--- config.mk ---
export PLATFORM = sky130hd
export DESIGN_NAME = lcd_bus_arbiter
export DESIGN_NICKNAME = d
export VERILOG_FILES = /design/src/rtl/lcd_bus_arbiter.sv
export SDC_FILE = /design/constraint.sdc
export NUM_CORES = 1
export LEC_CHECK = 0
export BUFFER_PORTS_ARGS = -buffer_cell sky130_fd_sc_hd__buf_4
export CORE_ASPECT_RATIO = 0.75
export CORE_MARGIN = 1
export CORE_UTILIZATION = 40
export DETAILED_ROUTE_END_ITERATION = 10
export PLACE_DENSITY_LB_ADDON = 0.08
export SLEW_MARGIN = 20
export SYNTH_ARGS = -nofsm -noshare
export SYNTH_HDL_FRONTEND = slang
export SYNTH_SLANG_ARGS = --single-unit
--- constraint.sdc ---
create_clock -name LCD_CLK -period 1.8 [get_ports LCD_CLK]
set_input_delay 0.18 -clock LCD_CLK [delete_from_list [all_inputs] [get_ports LCD_CLK]]
set_output_delay 0.18 -clock LCD_CLK [all_outputs]
set_load 0.03 [all_outputs]
--- src/rtl/lcd_bus_arbiter.sv ---
// Dual-chip 128x64 graphic LCD bus owner: power-on init, two-client round-robin
// byte writes, and per-chip page/column caching to skip redundant address commands.
module lcd_bus_arbiter #(
  parameter logic [5:0] START_LINE = 6'd0,
  parameter bit         ADDR_CACHE = 1'b1
) (
  input  logic       LCD_CLK,
  input  logic       RESETN,
  input  logic       REQ0_VALID,
  output logic       REQ0_READY,
  input  logic [2:0] REQ0_PAGE,
  input  logic [6:0] REQ0_COL,
  input  logic [7:0] REQ0_DATA,
  input  logic       REQ1_VALID,
  output logic       REQ1_READY,
  input  logic [2:0] REQ1_PAGE,
  input  logic [6:0] REQ1_COL,
  input  logic [7:0] REQ1_DATA,
  output logic       BUSY,
  output logic [7:0] LCD_DATA,
  output logic       LCD_ENABLE,
  output logic       LCD_RW,
  output logic       LCD_DI,
  output logic       LCD_CS1,
  output logic       LCD_CS2,
  output logic       LCD_RSTN
);

  typedef enum logic [2:0] {INIT_ON, INIT_LINE, IDLE, SET_PAGE, SET_COL, WRITE} state_t;

  state_t            state, state_nxt;
  logic              last;
  logic [2:0]        pg_q;
  logic [6:0]        col_q;
  logic [7:0]        dat_q;
  logic              ncol_q;
  logic [1:0]        c_vld;
  logic [1:0][2:0]   c_pg;
  logic [1:0][5:0]   c_col;
  logic              enable;

  logic              gnt0, gnt1, accept, chip;
  logic [2:0]        g_pg;
  logic [6:0]        g_col;
  logic [7:0]        g_dat;
  logic              need_pg, need_col;
  logic              en_d, di_d, cs1_d, cs2_d;
  logic [7:0]        data_d;

  // On a tie, grant the client that did not win last time.
  always_comb begin
    gnt0   = REQ0_VALID && (!REQ1_VALID || last);
    gnt1   = REQ1_VALID && (!REQ0_VALID || !last);
    g_pg   = gnt1 ? REQ1_PAGE : REQ0_PAGE;
    g_col  = gnt1 ? REQ1_COL  : REQ0_COL;
    g_dat  = gnt1 ? REQ1_DATA : REQ0_DATA;
    chip   = g_col[6];
    need_pg  = !ADDR_CACHE || !c_vld[chip] || (c_pg[chip]  != g_pg);
    need_col = !ADDR_CACHE || !c_vld[chip] || (c_col[chip] != g_col[5:0]);
  end

  always_ff @(posedge LCD_CLK or negedge RESETN)
    if (!RESETN) state <= INIT_ON;
    else         state <= state_nxt;

  always_comb begin
    state_nxt = state;
    case (state)
      INIT_ON:   state_nxt = INIT_LINE;
      INIT_LINE: state_nxt = IDLE;
      IDLE:      if (accept) state_nxt = need_pg ? SET_PAGE : (need_col ? SET_COL : WRITE);
      SET_PAGE:  state_nxt = ncol_q ? SET_COL : WRITE;
      SET_COL:   state_nxt = WRITE;
      WRITE:     state_nxt = IDLE;
      default:   state_nxt = INIT_ON;
    endcase
  end

  always_comb begin
    REQ0_READY = (state == IDLE) && gnt0;
    REQ1_READY = (state == IDLE) && gnt1;
    accept     = REQ0_READY || REQ1_READY;
    BUSY       = (state == INIT_ON) || (state == INIT_LINE);
    en_d   = 1'b1;
    data_d = LCD_DATA;
    di_d   = 1'b0;
    cs1_d  = ~col_q[6];
    cs2_d  = col_q[6];
    case (state)
      INIT_ON:   begin data_d = 8'h3F; cs1_d = 1'b1; cs2_d = 1'b1; end
      INIT_LINE: begin data_d = {2'b11, START_LINE}; cs1_d = 1'b1; cs2_d = 1'b1; end
      SET_PAGE:  data_d = {5'b10111, pg_q};
      SET_COL:   data_d = {2'b01, col_q[5:0]};
      WRITE:     begin data_d = dat_q; di_d = 1'b1; end
      default:   begin en_d = 1'b0; di_d = LCD_DI; cs1_d = LCD_CS1; cs2_d = LCD_CS2; end
    endcase
  end

  // Bus signals are registered so data/DI/CS hold steady across the enable period.
  always_ff @(posedge LCD_CLK or negedge RESETN)
    if (!RESETN) begin
      LCD_DATA <= 8'h00;
      enable   <= 1'b0;
      LCD_DI   <= 1'b0;
      LCD_CS1  <= 1'b0;
      LCD_CS2  <= 1'b0;
    end else begin
      LCD_DATA <= data_d;
      enable   <= en_d;
      LCD_DI   <= di_d;
      LCD_CS1  <= cs1_d;
      LCD_CS2  <= cs2_d;
    end

  always_ff @(posedge LCD_CLK or negedge RESETN)
    if (!RESETN) begin
      last   <= 1'b0;
      pg_q   <= '0;
      col_q  <= '0;
      dat_q  <= '0;
      ncol_q <= 1'b0;
      c_vld  <= '0;
      c_pg   <= '0;
      c_col  <= '0;
    end else begin
      if (accept) begin
        last   <= gnt1;
        pg_q   <= g_pg;
        col_q  <= g_col;
        dat_q  <= g_dat;
        ncol_q <= need_col;
      end
      case (state)
        SET_PAGE: c_pg[col_q[6]] <= pg_q;
        SET_COL:  begin c_col[col_q[6]] <= col_q[5:0]; c_vld[col_q[6]] <= 1'b1; end
        WRITE:    c_col[col_q[6]] <= col_q[5:0] + 6'd1; // chip auto-increments, 63 wraps to 0
        default:  ;
      endcase
    end

  assign LCD_ENABLE = LCD_CLK & enable;
  assign LCD_RW     = 1'b0;
  assign LCD_RSTN   = RESETN;

endmodule
==> metrics.md <==
| Metric | Value |
|---|---|
| Status | `complete, but fails checks` |
| Violated checks | `negative setup slack` |
| Post-synthesis instance area | `0.002897 sq mm` |
| First-pass GRT wire length | `12500 um` |
| Largest net degree at the start of global routing | `25` |
| Critical path data arrival time | `2.31 ns` |
| Site row count | `26` |
| Number of primary I/O pins | `57` |
| PortBufs | `55` |
| Dominant cell type by area after synthesis | `dfrtp_1` |
| TritonCTS clock tree | `yes` |
| Initial antenna violation count | `0` |
| Wirelength per Cell | `15.28 um` |
| Placed Area | `0.003572 sq mm` |
| Vias | `2457` |
| HPWL Detailed | `5555 um` |
| Crit start category | `flip-flop` |
| Die height | `75.70 um` |
| Required time of the critical path | `2.11 ns` |
| Pwr per Cell Area | `1710 mW/mm^2` |
| Synth top area cells | `dfrtp_1, mux2i_1, nor2_1` |
| Post-Route WL | `7443 um` |
| Mean Syn Cell Area | `9.435 sq um` |
| Worst Path Max Fanout | `10` |
| Worst path max stage delay | `0.42 ns` |
| Setup crit end kind | `flip-flop` |
| Vias per cell | `5.045` |
| Slew Limit Fails | `0` |
| First-pass detailed-route iteration total | `4` |
| RSZ-0062 raised after global routing | `true` |
| Setup Skew | `0.01261 ns` |
| Placed Instances | `468` |
| Sequential area share after synthesis | `0.4752` |
| DRC | `0` |
| DRT iter0 DRCs | `107` |
| CP max stage cell | `dfrtp_1` |
| Post-Syn Instances | `307` |
| Final period util | `1.111` |
| Layout cells sized above 1 | `0.3213` |
| Total gr overflow | `0` |
| Clock latency on the worst-skew pair | `0.42 ns` |
| Final critical-path required period | `2.000 ns` |
| Vias in the first global route | `2465` |
| FMAX | `499.9 MHz` |
| Final instance area | `0.003890 sq mm` |
| Core area | `0.006897 sq mm` |
| Inserted Diodes | `0` |
| Initial core utilization | `0.4200` |
| Die Width | `100.3 um` |
| Final net count | `429` |
| GRT Total Usage | `0.2261` |
| Max-cap violations | `0` |
| Critical-path cell list | `a21boi_4 > buf_12 > mux2i_4 > mux2i_1 > xor2_1 > a2111oi_4 > a2111o_1` |
| Area Growth Syn to Fin | `34.30%` |
| Detail Route Antenna Nets | `0` |
| Worst hold path type | `primary input to flip-flop` |
| Post-synth top area share | `0.4752` |
| Gpl congestion | `0.8367` |
| Finished Layout Cells | `487` |
| Die ar. | `0.007589 sq mm` |
| Yosys reg bits | `55` |
| Syn_nets | `348` |
| Final hold vios | `0` |
| Yosys warning total | `0` |
| Netlist cell types | `42` |
| Leak | `0.001725 uW` |
| Clock Pin Slew Worst Setup and Hold Paths | `0.10 ns` |
| Final Worst Setup Slack | `-0.2004 ns` |
| Final setup violation count | `5` |
| WS Path Type | `flip-flop to flip-flop` |
| Worst-case vdd ir drop | `0.0006777 V` |
[area by class of cell]
cell class	count	area (sq um)
Tap cell	98	122.6
Timing Repair Buffer	91	721.9
Clock buffer	10	131.4
Sequential cell	55	1378
Inverter	6	22.52
Clock inverter	2	35.03
Fill cell	664	3007
Multi-Input combinational cell	225	1479
[routing by layer]
layer,track usage,routed length (um)
met1,0.3063,3641
met2,0.3432,3270
met3,0.06789,393
met4,0.09179,137
met5,0,0
[cell usage after synthesis, drive strengths merged]
library cell	instances
a21boi	1
nor3	2
and3	2
inv	6
nand3b	1
a2111oi	1
nand2	37
a21oi	29
nor2b	3
nand2b	5
nor2	41
a31o	1
o21bai	1
o31ai	1
nand4b	1
o21a	1
mux2i	24
o22ai	5
mux2	6
o22a	1
nor3b	1
a311oi	3
a22o	1
a2111o	1
xor2	3
xnor2	15
clkbuf	16
ha	1
buf	5
conb	1
a31oi	12
a21bo	1
and2	2
nand3	7
dfrtp	55
o21ai	14
[repair_timing]
| item | 4_1_cts | 5_1_grt |
|---|---|---|
| endpoints found under the setup margin | 6 | 6 |
| hold buffers | 1 | 2 |
| gates resized for setup | 13 | 7 |
| hold endpoints to repair | 55 | 2 |
| setup buffers | 3 | 3 |
| pin swaps | 1 | 4 |
| cloned | 0 | 0 |
[through the flow]
| step | hold WS (ns) | setup TNS, ns | power [uW] | util | worst slack, ns |
|---|---|---|---|---|---|
| final | 0.01199 | -0.5417 | 6652 | 0.5640 | -0.2004 |
| after CTS | 0.002847 | -0.6145 | 6620 | 0.5532 | -0.2260 |
| after global routing | 0.0001461 | -1.014 | 7177 | 0.5640 | -0.3122 |
| after floorplan | -0.1156 | -0.1697 | 4343 | - | -0.1235 |
| after detailed placement | 0.08052 | -0.7204 | 5481 | 0.5180 | -0.2360 |
| after global placement | 0.08140 | -0.5060 | 5444 | 0.5180 | -0.1749 |
[critical path: cells and delay by family, from the launching register on]
kind / cells / cell delay [ns]
DFF: 1 / 0.42
buffers and inverters: 1 / 0.17
muxes: 2 / 0.51
AOI/OAI and AO/OA: 3 / 0.54
xor gates and xnor gates: 1 / 0.25
[cells by family after synthesis]
group           synth area share
compound gates            0.1624
xor+xnor                 0.05443
fa+ha+maj               0.004319
buf+inv                  0.04104
flops                     0.4752
mux                       0.1106
other cells             0.001295
simple gates              0.1508
[final timing paths]
check                      slack, ns                       to                 start  cells after the start
max in group asynchronous       1.06     state[2]$_DFFE_PN0P_                RESETN                      3
max reg2reg                    -0.20     state[0]$_DFFE_PN0P_      last$_DFFE_PN0P_                      7
min                             0.01     dat_q[4]$_DFFE_PN0P_          REQ1_DATA[4]                      3
min reg2reg                     0.49     c_col[6]$_DFFE_PN0P_  c_col[6]$_DFFE_PN0P_                      2
max                            -0.20     state[0]$_DFFE_PN0P_      last$_DFFE_PN0P_                      7
min in group asynchronous       0.18  LCD_DATA[4]$_DFFE_PN0P_                RESETN                      2
[power breakdown]
group          internal (uW)  switching [uW]  total, uW
clock                    629             493       1120
sequential              1840             493       2330
combinational           1470            1730       3200
total                   3930            2720       6650
[registers in the layout, summed over array words and instances, names as in the netlist, 2 cells and up]
| signal | cells |
|---|---|
| col_q | 7 |
| state | 3 |
| c_pg | 6 |
| pg_q | 3 |
| dat_q | 8 |
| c_col | 12 |
| c_vld | 2 |
| LCD_DATA | 8 |
[cell usage in the layout, fill, tap and decap left out, types with 3 or more instances in the layout]
cell,n
a21oi_1,29
a311oi_1,3
a31oi_1,12
buf_4,84
buf_6,3
clkbuf_8,9
dfrtp_1,54
dlygate4sd3_1,3
inv_1,5
mux2_2,6
mux2i_1,19
mux2i_4,3
nand2_1,37
nand2b_1,4
nand3_1,7
nor2_1,37
nor2b_1,3
o21ai_0,13
o22ai_1,3
xnor2_1,15
xor2_1,3
No activity file was read; power rests on OpenSTA's default activity.
